### config.mk
export PLATFORM = sky130hd
export DESIGN_NAME = conv_window_sched
export DESIGN_NICKNAME = d
export VERILOG_FILES = /design/src/rtl/conv_window_sched.sv
export SDC_FILE = /design/constraint.sdc
export NUM_CORES = 1
export LEC_CHECK = 0
export ABC_AREA = 0
export BUFFER_PORTS_ARGS = -buffer_cell sky130_fd_sc_hd__buf_2
export CORE_MARGIN = 5
export CORE_UTILIZATION = 48
export DETAILED_ROUTE_END_ITERATION = 16
export PLACE_DENSITY = 0.8
export SYNTH_ARGS = -nofsm -noshare
export SYNTH_HDL_FRONTEND = slang
export SYNTH_SLANG_ARGS = --single-unit
### constraint.sdc
create_clock -name clk -period 1.9 [get_ports clk]
set_input_delay 0 -clock clk [delete_from_list [all_inputs] [get_ports clk]]
set_output_delay 0 -clock clk [all_outputs]
set_load 0.02 [all_outputs]
### src/rtl/conv_window_sched.sv
// conv_window_sched: sequencer for the 3x3 convolution engine.
// After one accepted start it walks every kernel channel and every valid
// output position. For each window it issues image-column loads and a calc
// pulse. At each channel start it also issues weight-column loads. It then
// waits for the engine sum, applies optional ReLU and presents one tagged
// result on a valid/ready port.
//
// Ports:
//   clk, rst            clock, asynchronous active-high reset
//   start, relu_en      job launch (sampled in IDLE), ReLU select captured at launch
//   busy, done          job in progress, one-cycle completion pulse
//   w_ld, w_ch, w_col   weight-column load strobe with kernel index and column
//   img_ld, img_row,    image-column load strobe with window top row and
//   img_col             image column
//   calc                one-cycle compute pulse
//   eng_valid, eng_data engine result (signed 24-bit)
//   out_valid, out_ready, out_data, out_ch, out_row, out_col
//                       tagged result handshake
module conv_window_sched #(
   parameter  int unsigned K_H  = 3,
   parameter  int unsigned K_W  = 3,
   parameter  int unsigned IN_H = 16,
   parameter  int unsigned IN_W = 15,
   parameter  int unsigned CHAN = 10,
   localparam int unsigned RW   = (IN_H > 1) ? $clog2(IN_H) : 1,
   localparam int unsigned CW   = (IN_W > 1) ? $clog2(IN_W) : 1,
   localparam int unsigned HW   = (CHAN > 1) ? $clog2(CHAN) : 1
) (
   input  logic          clk,
   input  logic          rst,
   input  logic          start,
   input  logic          relu_en,
   output logic          busy,
   output logic          done,
   output logic          w_ld,
   output logic [HW-1:0] w_ch,
   output logic [1:0]    w_col,
   output logic          img_ld,
   output logic [RW-1:0] img_row,
   output logic [CW-1:0] img_col,
   output logic          calc,
   input  logic          eng_valid,
   input  logic [23:0]   eng_data,
   output logic          out_valid,
   input  logic          out_ready,
   output logic [23:0]   out_data,
   output logic [HW-1:0] out_ch,
   output logic [RW-1:0] out_row,
   output logic [CW-1:0] out_col
);

   localparam int unsigned OUT_H = IN_H - K_H + 1;
   localparam int unsigned OUT_W = IN_W - K_W + 1;

   typedef enum logic [2:0] {
      S_IDLE,
      S_WLOAD,
      S_ILOAD,
      S_CALC,
      S_WAIT,
      S_OUT,
      S_DONE
   } state_t;

   state_t        r_state;
   logic [1:0]    r_beat;
   logic [HW-1:0] r_ch;
   logic [RW-1:0] r_row;
   logic [CW-1:0] r_col;
   logic          r_relu;

   logic          r_busy;
   logic          r_done;
   logic          r_w_ld;
   logic [HW-1:0] r_w_ch;
   logic [1:0]    r_w_col;
   logic          r_img_ld;
   logic [RW-1:0] r_img_row;
   logic [CW-1:0] r_img_col;
   logic          r_calc;
   logic          r_out_valid;
   logic [23:0]   r_out_data;
   logic [HW-1:0] r_out_ch;
   logic [RW-1:0] r_out_row;
   logic [CW-1:0] r_out_col;

   logic w_beat_last;
   logic w_col_last;
   logic w_row_last;
   logic w_ch_last;

   // Wrap points of the beat and window counters
   assign w_beat_last = (r_beat == 2'(K_W - 1));
   assign w_col_last  = (r_col  == CW'(OUT_W - 1));
   assign w_row_last  = (r_row  == RW'(OUT_H - 1));
   assign w_ch_last   = (r_ch   == HW'(CHAN - 1));

   // Sequencer: outputs are registered and updated on the edge that enters
   // the state they belong to, so they line up with the state cycle.
   always_ff @(posedge clk or posedge rst) begin
      if (rst) begin
         r_state     <= S_IDLE;
         r_beat      <= '0;
         r_ch        <= '0;
         r_row       <= '0;
         r_col       <= '0;
         r_relu      <= 1'b0;
         r_busy      <= 1'b0;
         r_done      <= 1'b0;
         r_w_ld      <= 1'b0;
         r_w_ch      <= '0;
         r_w_col     <= '0;
         r_img_ld    <= 1'b0;
         r_img_row   <= '0;
         r_img_col   <= '0;
         r_calc      <= 1'b0;
         r_out_valid <= 1'b0;
         r_out_data  <= '0;
         r_out_ch    <= '0;
         r_out_row   <= '0;
         r_out_col   <= '0;
      end else begin
         case (r_state)
            S_IDLE: begin
               if (start) begin
                  r_relu  <= relu_en;
                  r_ch    <= '0;
                  r_row   <= '0;
                  r_col   <= '0;
                  r_beat  <= '0;
                  r_busy  <= 1'b1;
                  r_w_ld  <= 1'b1;
                  r_w_ch  <= '0;
                  r_w_col <= '0;
                  r_state <= S_WLOAD;
               end
            end

            S_WLOAD: begin
               if (w_beat_last) begin
                  r_beat    <= '0;
                  r_w_ld    <= 1'b0;
                  r_w_ch    <= '0;
                  r_w_col   <= '0;
                  r_img_ld  <= 1'b1;
                  r_img_row <= r_row;
                  r_img_col <= r_col;
                  r_state   <= S_ILOAD;
               end else begin
                  r_beat  <= r_beat + 2'd1;
                  r_w_col <= r_beat + 2'd1;
               end
            end

            S_ILOAD: begin
               if (w_beat_last) begin
                  r_beat    <= '0;
                  r_img_ld  <= 1'b0;
                  r_img_row <= '0;
                  r_img_col <= '0;
                  r_calc    <= 1'b1;
                  r_state   <= S_CALC;
               end else begin
                  r_beat    <= r_beat + 2'd1;
                  r_img_col <= r_col + CW'(r_beat) + CW'(1);
               end
            end

            S_CALC: begin
               r_calc  <= 1'b0;
               r_state <= S_WAIT;
            end

            S_WAIT: begin
               if (eng_valid) begin
                  // ReLU clamps negative sums to zero
                  r_out_data  <= (r_relu && eng_data[23]) ? '0 : eng_data;
                  r_out_ch    <= r_ch;
                  r_out_row   <= r_row;
                  r_out_col   <= r_col;
                  r_out_valid <= 1'b1;
                  r_state     <= S_OUT;
               end
            end

            S_OUT: begin
               if (out_ready) begin
                  r_out_valid <= 1'b0;
                  if (!w_col_last) begin
                     r_col     <= r_col + CW'(1);
                     r_img_ld  <= 1'b1;
                     r_img_row <= r_row;
                     r_img_col <= r_col + CW'(1);
                     r_state   <= S_ILOAD;
                  end else if (!w_row_last) begin
                     r_col     <= '0;
                     r_row     <= r_row + RW'(1);
                     r_img_ld  <= 1'b1;
                     r_img_row <= r_row + RW'(1);
                     r_img_col <= '0;
                     r_state   <= S_ILOAD;
                  end else if (!w_ch_last) begin
                     // New kernel: reload weights before the first window
                     r_col   <= '0;
                     r_row   <= '0;
                     r_ch    <= r_ch + HW'(1);
                     r_w_ld  <= 1'b1;
                     r_w_ch  <= r_ch + HW'(1);
                     r_w_col <= '0;
                     r_state <= S_WLOAD;
                  end else begin
                     r_col   <= '0;
                     r_row   <= '0;
                     r_ch    <= '0;
                     r_done  <= 1'b1;
                     r_state <= S_DONE;
                  end
               end
            end

            S_DONE: begin
               r_done  <= 1'b0;
               r_busy  <= 1'b0;
               r_state <= S_IDLE;
            end

            default: r_state <= S_IDLE;
         endcase
      end
   end

   assign busy      = r_busy;
   assign done      = r_done;
   assign w_ld      = r_w_ld;
   assign w_ch      = r_w_ch;
   assign w_col     = r_w_col;
   assign img_ld    = r_img_ld;
   assign img_row   = r_img_row;
   assign img_col   = r_img_col;
   assign calc      = r_calc;
   assign out_valid = r_out_valid;
   assign out_data  = r_out_data;
   assign out_ch    = r_out_ch;
   assign out_row   = r_out_row;
   assign out_col   = r_out_col;

endmodule

==> results of run 1 <==
-- per-stage QoR --
step	util	hold WS [ns]	setup TNS, ns
2_1_floorplan	-	0.136	0
5_1_grt	0.680	0.177	-0.0175
3_3_place_gp	0.605	0.106	0
4_1_cts	0.671	0.152	0
6_report	0.680	0.174	0
3_5_place_dp	0.605	0.119	-0.147
-- cell usage after synthesis (3+ instances only) --
| cell type | count |
|---|---|
| and3b_1 | 3 |
| buf_2 | 5 |
| nor4_1 | 3 |
| a31oi_1 | 4 |
| o21ai_0 | 47 |
| nand2_1 | 66 |
| clkbuf_1 | 12 |
| nand4_1 | 3 |
| a21oi_1 | 15 |
| inv_1 | 14 |
| mux2_2 | 15 |
| buf_1 | 3 |
| dfrtp_1 | 74 |
| nand2b_1 | 4 |
| nor2b_1 | 4 |
| xnor2_1 | 3 |
| nor2_1 | 11 |
| ha_1 | 8 |
| nand3_1 | 12 |
| nor3_1 | 8 |
| a21o_1 | 3 |
| and3_1 | 6 |
-- per-layer routing --
metal	GRT usage	routed length (µm)	vias up
met4	0.0666	210	0
met2	0.347	4380	149
met1	0.283	4290	1563
met5	0	0	-
li1	-	-	1597
met3	0.0604	850	19
-- final timing paths --
kind | startpoint | end | slack (ns) | cells past startpoint
worst max-delay path | r_col[0] | img_row[3] | 0.09 | 6
worst min-delay path | start | r_beat[0] | 0.17 | 4
worst max register to register | r_col[0] | img_row[3] | 0.09 | 6
worst min register to register | w_ch[3] | w_ch[3] | 0.48 | 1
max in group asynchronous | rst | r_state[0] | 1.27 | 4
min in group asynchronous | rst | out_data[6] | 0.31 | 4
-- worst min-delay path: stages --
cell and delay (ns):
buf_2 0.12, nor3_1 0.13, a211oi_1 0.09, a21oi_1 0.14
-- flip-flops by register name, indices dropped and copies added, names as in the netlist, 2 cells and up --
signal / cells
out_data: 24
out_row: 4
r_beat: 2
img_row: 4
r_state: 3
img_col: 4
r_ch: 4
w_ch: 4
out_ch: 4
out_col: 4
r_row: 4
w_col: 2
r_col: 4
-- timing repair --
item	in CTS	in global routing
setup buffers	0	3
gates resized for setup	3	12
hold buffers	27	0
endpoints found under the setup margin	6	43
hold endpoints to repair	100	0
pin swaps	0	3
-- report_power, final --
part           internal [mW]  switching, mW  total, mW
clock                  0.603          0.587       1.19
sequential              2.01          0.318       2.32
combinational           1.28           1.85       3.13
total                   3.89           2.76       6.65
-- cell families after synthesis --
family | share of synthesized area
AND/OR/NAND/NOR | 0.183
AO/OA/AOI/OAI | 0.167
flip-flops | 0.516
buffers and inverters | 0.0373
multiplexers | 0.0558
adder cells (fa/ha/maj) | 0.0335
XOR/XNOR | 0.00733
-- layout make-up --
cell class	count	area share
inverter	14	0.0107
multi-input combinational	260	0.337
clock buffer	9	0.0251
sequential	74	0.376
clock inverter	7	0.0142
timing repair buffer	155	0.212
tap	99	0.0251
==> results.json, run 1 <==
{
  "cpPeakStageDelay_ns": 0.40,
  "async_flop_share": 1.00,
  "via_per_inst": 5.39,
  "crit_arrival_ns": 2.05,
  "gr-total-overflow": 0,
  "die_area_um2": 9300,
  "syn_inst": 368,
  "antenna_found_initial": 0,
  "drcViolationCount": 0,
  "n_antenna_cell": 0,
  "fin_crit_sh": 0.954,
  "routed_wirelength_um": 9730,
  "fin_ws_ns": 0.0879,
  "path_buf_inv": 1,
  "power_mw": 6.65,
  "synth_area_um2": 3590,
  "synth_seq_area_share": 0.516,
  "power_density_nw_per_um2": 1350,
  "area_delta_synth_final_pct": 37.5,
  "instances_no_fill": 618,
  "die_x_um": 96.4,
  "io_pins": 86,
  "cts_sinks": 74,
  "multiInputGateArea_um2": 1660,
  "cts_tree": "built",
  "drtPass1Iterations": 5,
  "synth_edf_count": 0,
  "layout-drive-gt1-share": 0.347,
  "final_cell_mix": "buf_2, dfrtp_1, nand2_1",
  "post_drt_wl_per_cell_um": 15.7,
  "io_buffers": 85,
  "num_vias": 3328,
  "min_period_ns": 1.81,
  "dpl.hpwl_um": 6560,
  "clock_latency_ns": 0.35,
  "coreArea_um2": 7250,
  "regArea_um2": 1860,
  "timing.fmax_ghz": 0.552,
  "dp_cells": 572,
  "cp_max_fo": 7,
  "synth_nets": 407,
  "path_clk_slew_ns": 0.08,
  "yosysTopAreaCellShare": 0.516,
  "synth_area_leaders": "dfrtp_1, nand2_1, o21ai_0, mux2_2, ha_1",
  "max_cap_viol_count": 0,
  "fin_worst_skew_ns": 0.00890,
  "clockRootBuffer": "clkbuf_8",
  "finalSetupViolCount": 0,
  "cp_slowest_cell": "dfrtp_1",
  "status": "completed",
  "cp.required_ns": 2.14,
  "grt_pass1_wl_um": 15500,
  "die-height_um": 96.4,
  "cp-start-kind": "flop",
  "cp_top_family": "flip-flops",
  "gp_congestion": 0.859,
  "yosysTopAreaCell": "dfrtp_1",
  "post-place-ws_ns": -0.0650,
  "path_cells": "inv_1, ha_1, and3_2, mux2i_1, a221o_1, mux2_2",
  "placed_area_um2": 4390,
  "tightest_slew_ns": 0.699,
  "slew_viol_final": 0,
  "cts_made_buffers": 9,
  "initial_utilization": 0.494,
  "h-tree-depth": 3,
  "placementRows": 31,
  "final_common_cell": "buf_2",
  "avgSynthCellArea_um2": 9.74,
  "fin_area_um2": 4930,
  "irDropWorstVdd_mv": 0.788,
  "path_class": "reg2reg",
  "ys.flop_type": "dfrtp_1",
  "grt_pass1_vias": 3234,
  "yosysWarnings": 0,
  "drtIter0Drc": 203,
  "hold_class": "in2reg",
  "fill_cells": 536,
  "grt_max_degree": 75,
  "slew_headroom": 0.533,
  "synth_cell_types": 55,
  "clockBufferDepth": 2,
  "ant_nets": 0,
  "p_leak_nw": 2.53,
  "ys_ff_latch": 74,
  "nNetsFinal": 553,
  "end_kind": "flop",
  "hold_viol": 0,
  "track_usage": 0.215
}
No activity file was read; power rests on OpenSTA's default activity.
==> run 2, diff against run 1 <==
--- a/config.mk
+++ b/config.mk
@@ -11,6 +11,7 @@
 export CORE_UTILIZATION = 48
 export DETAILED_ROUTE_END_ITERATION = 16
 export PLACE_DENSITY = 0.8
+export REMOVE_ABC_BUFFERS = 1
 export SYNTH_ARGS = -nofsm -noshare
 export SYNTH_HDL_FRONTEND = slang
 export SYNTH_SLANG_ARGS = --single-unit
==> run 2 against run 1 <==
  * First-iteration DRC count fell by 6.4%
  * Non-clock buffer count decreased by 2
  * Sequential cell count did not move
  * Routed wire length decreased by 2.0%
  * Highest routed layer unchanged
  * Register-to-register slack got worse by 0.04 ns
==> results.json, run 2 (synthesis results as in run 1) <==
{
  "power_switching_mw": 2.73,
  "swShare": 0.397,
  "grt_max_degree": 67,
  "utilization": 0.685,
  "power_density_nw_per_um2": 1390,
  "dpl.hpwl_um": 6580,
  "end_kind": "flop",
  "die_x_um": 96.4,
  "path_clk_slew_ns": 0.07,
  "fill_cells": 527,
  "seqPwrFrac": 0.331,
  "crit_arrival_ns": 2.09,
  "h-tree-depth": 3,
  "die-height_um": 96.4,
  "wl_met1_um": 4240,
  "setup-tns-final_ns": 0,
  "postCtsSetupBuffers": 0,
  "post-place-ws_ns": 0.00749,
  "power_mw": 6.89,
  "max_cap_viol_count": 0,
  "largest_reg_flops": 24,
  "tightest_slew_ns": 0.565,
  "cts_tree": "built",
  "drtPass1Iterations": 4,
  "initial_utilization": 0.494,
  "fin_ws_ns": 0.0471,
  "timing.fmax_ghz": 0.540,
  "grt_pass1_vias": 3241,
  "r2r-start": "r_beat[0]",
  "wl_met3_um": 775,
  "clockBufferDepth": 2,
  "slew_headroom": 0.623,
  "cp.required_ns": 2.14,
  "num_vias": 3319,
  "comb_power_share": 0.455,
  "clockRootBuffer": "clkbuf_8",
  "clock_latency_ns": 0.35,
  "hold_viol": 0,
  "hold_class": "in2reg",
  "slew_viol_final": 0,
  "die_area_um2": 9300,
  "layout-drive-gt1-share": 0.338,
  "worst_r2r_endpoint": "img_row[0]",
  "rr_worst_depth": 4,
  "startpoint": "r_beat[0]",
  "placementRows": 31,
  "cp_max_fo": 7,
  "regArea_um2": 1850,
  "fin_crit_sh": 0.975,
  "clockPowerShare": 0.214,
  "area_delta_synth_final_pct": 38.6,
  "drcViolationCount": 0,
  "cts_made_buffers": 9,
  "grt_pass1_wl_um": 15000,
  "cts_sinks": 74,
  "gp_congestion": 0.882,
  "gr-total-overflow": 0,
  "wl_met2_um": 4350,
  "drtIter0Drc": 190,
  "final_cell_mix": "buf_2, dfrtp_1, nand2_1",
  "status": "completed",
  "multiInputGateArea_um2": 1670,
  "io_pins": 86,
  "irDropWorstVdd_mv": 0.923,
  "via_per_inst": 5.39,
  "ant_nets": 0,
  "routed.top_layer": "met4",
  "nNetsFinal": 551,
  "p_leak_nw": 2.55,
  "track_usage": 0.210,
  "fin_worst_skew_ns": 0.00535,
  "cp-start-kind": "flop",
  "internal_power_mw": 4.15,
  "post_drt_wl_per_cell_um": 15.5,
  "n_antenna_cell": 0,
  "io_buffers": 85,
  "path_class": "reg2reg",
  "final_common_cell": "buf_2",
  "instances_no_fill": 616,
  "crit_end": "img_row[0]",
  "finalSetupViolCount": 0,
  "dp_cells": 573,
  "min_period_ns": 1.85,
  "reg2reg_slack_ns": 0.05,
  "routed_wirelength_um": 9530,
  "coreArea_um2": 7250,
  "antenna_found_initial": 0
}
## run 2: cell count changes in the layout (fill, tap and decap cells not counted), moves of 2 or more
cell	change
dfrtp_2	-2
dfrtp_1	+2
buf_4	-2
bufinv_16	+2
## run 2: repair_timing
action                                  CTS  global route
pin swaps                                 0             1
hold buffers                             27             0
endpoints found under the setup margin    1            12
resized for setup                         1            12
gates cloned                              0             0
hold endpoints to repair                 52             0
## run 2: layout make-up
cell class | instances | area share
inverter | 14 | 0.0106
clock buffer | 9 | 0.0249
sequential | 74 | 0.373
timing repair buffer | 153 | 0.207
multi-input combinational | 260 | 0.336
clock inverter | 7 | 0.0237
tap | 99 | 0.0249
## run 2: metrics by stage
stage / area (µm²) / hold WS (ns)
2_1_floorplan: 3500 / 0.136
3_5_place_dp: 4390 / 0.0839
4_1_cts: 4910 / 0.163
6_report: 4970 / 0.187
3_3_place_gp: 4390 / 0.0786
5_1_grt: 4970 / 0.209
## run 2: worst min-delay path by stage
stage / startpoint / end / slack (ns) / cells past startpoint
after floorplan: eng_data[0] / out_data[0] / 0.14 / 2
after global placement: rst / out_data[6] / 0.08 / 2
after detailed placement: rst / out_data[6] / 0.08 / 2
after CTS: eng_valid / out_valid / 0.16 / 4
after global routing: start / r_beat[0] / 0.21 / 4
final: start / r_beat[0] / 0.19 / 4
## run 2: critical path: stages (launching register included)
cell,delay (ns)
dfrtp_1,0.45
nand2b_1,0.22
and3_1,0.24
nor4_4,0.44
mux2_2,0.38
## run 2: metal layers
| layer | GRT usage | vias up |
|---|---|---|
| met4 | 0.102 | 0 |
| met1 | 0.276 | 1590 |
| met5 | 0 | - |
| met2 | 0.332 | 129 |
| li1 | - | 1585 |
| met3 | 0.0426 | 15 |
## run 2: power groups by stage
| stage | sequential (mW) | combinational (mW) | clock, mW |
|---|---|---|---|
| after global placement | 2.27 | 2.91 | 0 |
| after floorplan | 2.78 | 1.28 | 0 |
| after global routing | 2.34 | 3.41 | 1.58 |
| final | 2.28 | 3.13 | 1.48 |
| after CTS | 2.26 | 3.05 | 1.51 |
| after detailed placement | 2.29 | 2.98 | 0 |
==> run 3, diff against run 2 <==
--- a/config.mk
+++ b/config.mk
@@ -11,6 +11,7 @@
 export CORE_UTILIZATION = 48
 export DETAILED_ROUTE_END_ITERATION = 16
 export PLACE_DENSITY = 0.8
+export RECOVER_POWER = 100
 export REMOVE_ABC_BUFFERS = 1
 export SYNTH_ARGS = -nofsm -noshare
 export SYNTH_HDL_FRONTEND = slang
==> run 3 against run 2 <==
  * Routed wire length grew 0.84%
  * Clock skew is essentially flat
  * Clock power is essentially flat
  * Register-to-register slack is essentially flat
  * First-iteration DRC count shrank 8.4%
  * Critical endpoint unchanged
==> results.json, run 3 (synthesis results as in run 1) <==
{
  "grt_max_degree": 67,
  "min_period_ns": 1.85,
  "crit_arrival_ns": 2.09,
  "tightest_slew_ns": 1.02,
  "cp_top_family": "simple AND/OR/NAND/NOR gates",
  "ant_nets": 0,
  "postCtsSetupBuffers": 0,
  "largest_reg_flops": 24,
  "io_pins": 86,
  "hold_class": "in2reg",
  "die-height_um": 96.4,
  "track_usage": 0.210,
  "layout-drive-gt1-share": 0.222,
  "use_met2": 0.332,
  "coreArea_um2": 7250,
  "via_per_inst": 5.42,
  "initial_utilization": 0.494,
  "grtUsageMet1": 0.276,
  "setup-tns-final_ns": 0,
  "grtUsageMet3": 0.0426,
  "io_buffers": 85,
  "drtPass1Iterations": 5,
  "reg2reg_slack_ns": 0.05,
  "gr-total-overflow": 0,
  "grt.busiest_layer": "met2",
  "nNetsFinal": 551,
  "n_antenna_cell": 0,
  "max_cap_viol_count": 0,
  "grt_pass1_wl_um": 15000,
  "cp_slowest_cell": "dfrtp_1",
  "fin_area_um2": 4890,
  "slew_headroom": 0.319,
  "hold_viol": 0,
  "fin_crit_sh": 0.976,
  "end_kind": "flop",
  "irDropWorstVdd_mv": 0.933,
  "hold_depth": 4,
  "dpl.hpwl_um": 6580,
  "cp_max_fo": 7,
  "antenna_found_initial": 0,
  "path_cells": "nand2b_1, and3_1, nor4_4, mux2_2",
  "path_class": "reg2reg",
  "path_buf_inv": 0,
  "placementRows": 31,
  "hp-start": "start",
  "utilization": 0.674,
  "r2r-start": "r_beat[0]",
  "p_leak_nw": 2.33,
  "clockRootBuffer": "clkbuf_8",
  "post_drt_wl_per_cell_um": 15.6,
  "die_area_um2": 9300,
  "rr_worst_depth": 4,
  "drcViolationCount": 0,
  "slew_viol_final": 0,
  "fin_worst_skew_ns": 0.00514,
  "h-tree-depth": 3,
  "timing.fmax_ghz": 0.539,
  "cts_tree": "built",
  "holdPathEnd": "r_beat[0]",
  "path_clk_slew_ns": 0.08,
  "status": "completed",
  "final_common_cell": "dfrtp_1",
  "cp-start-kind": "flop",
  "grt_pass1_vias": 3241,
  "cp.required_ns": 2.14,
  "die_x_um": 96.4,
  "clock_latency_ns": 0.35,
  "num_vias": 3339,
  "final_cell_mix": "dfrtp_1, nand2_1, clkbuf_1",
  "gp_congestion": 0.882,
  "cts_made_buffers": 9,
  "worst_r2r_endpoint": "img_row[0]",
  "power_density_nw_per_um2": 1390,
  "finalSetupViolCount": 0,
  "placed_area_um2": 4390,
  "clockBufferDepth": 2,
  "drtIter0Drc": 174,
  "area_delta_synth_final_pct": 36.3,
  "routed_wirelength_um": 9610,
  "cts_sinks": 74,
  "cpPeakStageDelay_ns": 0.45
}
## run 3: per-layer routing
metal,vias to the layer above,share of wire
li1,1588,-
met1,1576,0.44
met2,160,0.45
met3,15,0.089
met4,0,0.016
met5,-,0
## run 3: timing repair
action                                 CTS  global route
endpoints found under the hold margin   52             0
hold buffers                            27             0
pin swaps                                0             1
setup endpoints to repair                1            12
resized for setup                        1            12
## run 3: final cells by class
| class | instances | area (µm²) |
|---|---|---|
| fillers | 564 | 2370 |
| flip-flops and latches | 74 | 1850 |
| multi-input cells | 260 | 1670 |
| repair buffers | 153 | 951 |
| clock buffers | 9 | 124 |
| well taps | 99 | 124 |
| clock inverters | 7 | 118 |
| inverters | 14 | 52.6 |
## run 3: stage by stage
stage,hold WS [ns],std cells,power [mW],worst slack [ns]
final,0.186,616,6.78,0.0463
after global routing,0.209,616,7.22,-0.0229
after CTS,0.163,616,6.82,0.0333
after detailed placement,0.0839,573,5.27,0.00749
after global placement,0.0786,573,5.18,0.0511
after floorplan,0.136,348,4.06,-0.785
## run 3: worst max-delay path by stage
stage / start / end / slack, ns / cells past startpoint
floorplan: r_state[2] / out_ch[0] / -0.78 / 3
global placement: r_col[0] / w_ch[1] / 0.05 / 6
detailed placement: r_col[0] / w_ch[1] / 0.007 / 6
CTS: r_state[2] / r_row[3] / 0.03 / 5
global route: r_beat[0] / img_row[0] / -0.02 / 4
finish: r_beat[0] / img_row[0] / 0.05 / 4
## run 3: tightest hold or removal path, cell delays in order
cell      delay (ns)
buf_2           0.11
nor3_1          0.05
a211oi_1        0.23
a21oi_1         0.10
## run 3: power by group
part           internal [mW]  switching (mW)  total (mW)
registers               2.00           0.290        2.29
logic                   1.16            1.85        3.02
clock network          0.872           0.603        1.47
total                   4.04            2.74        6.78
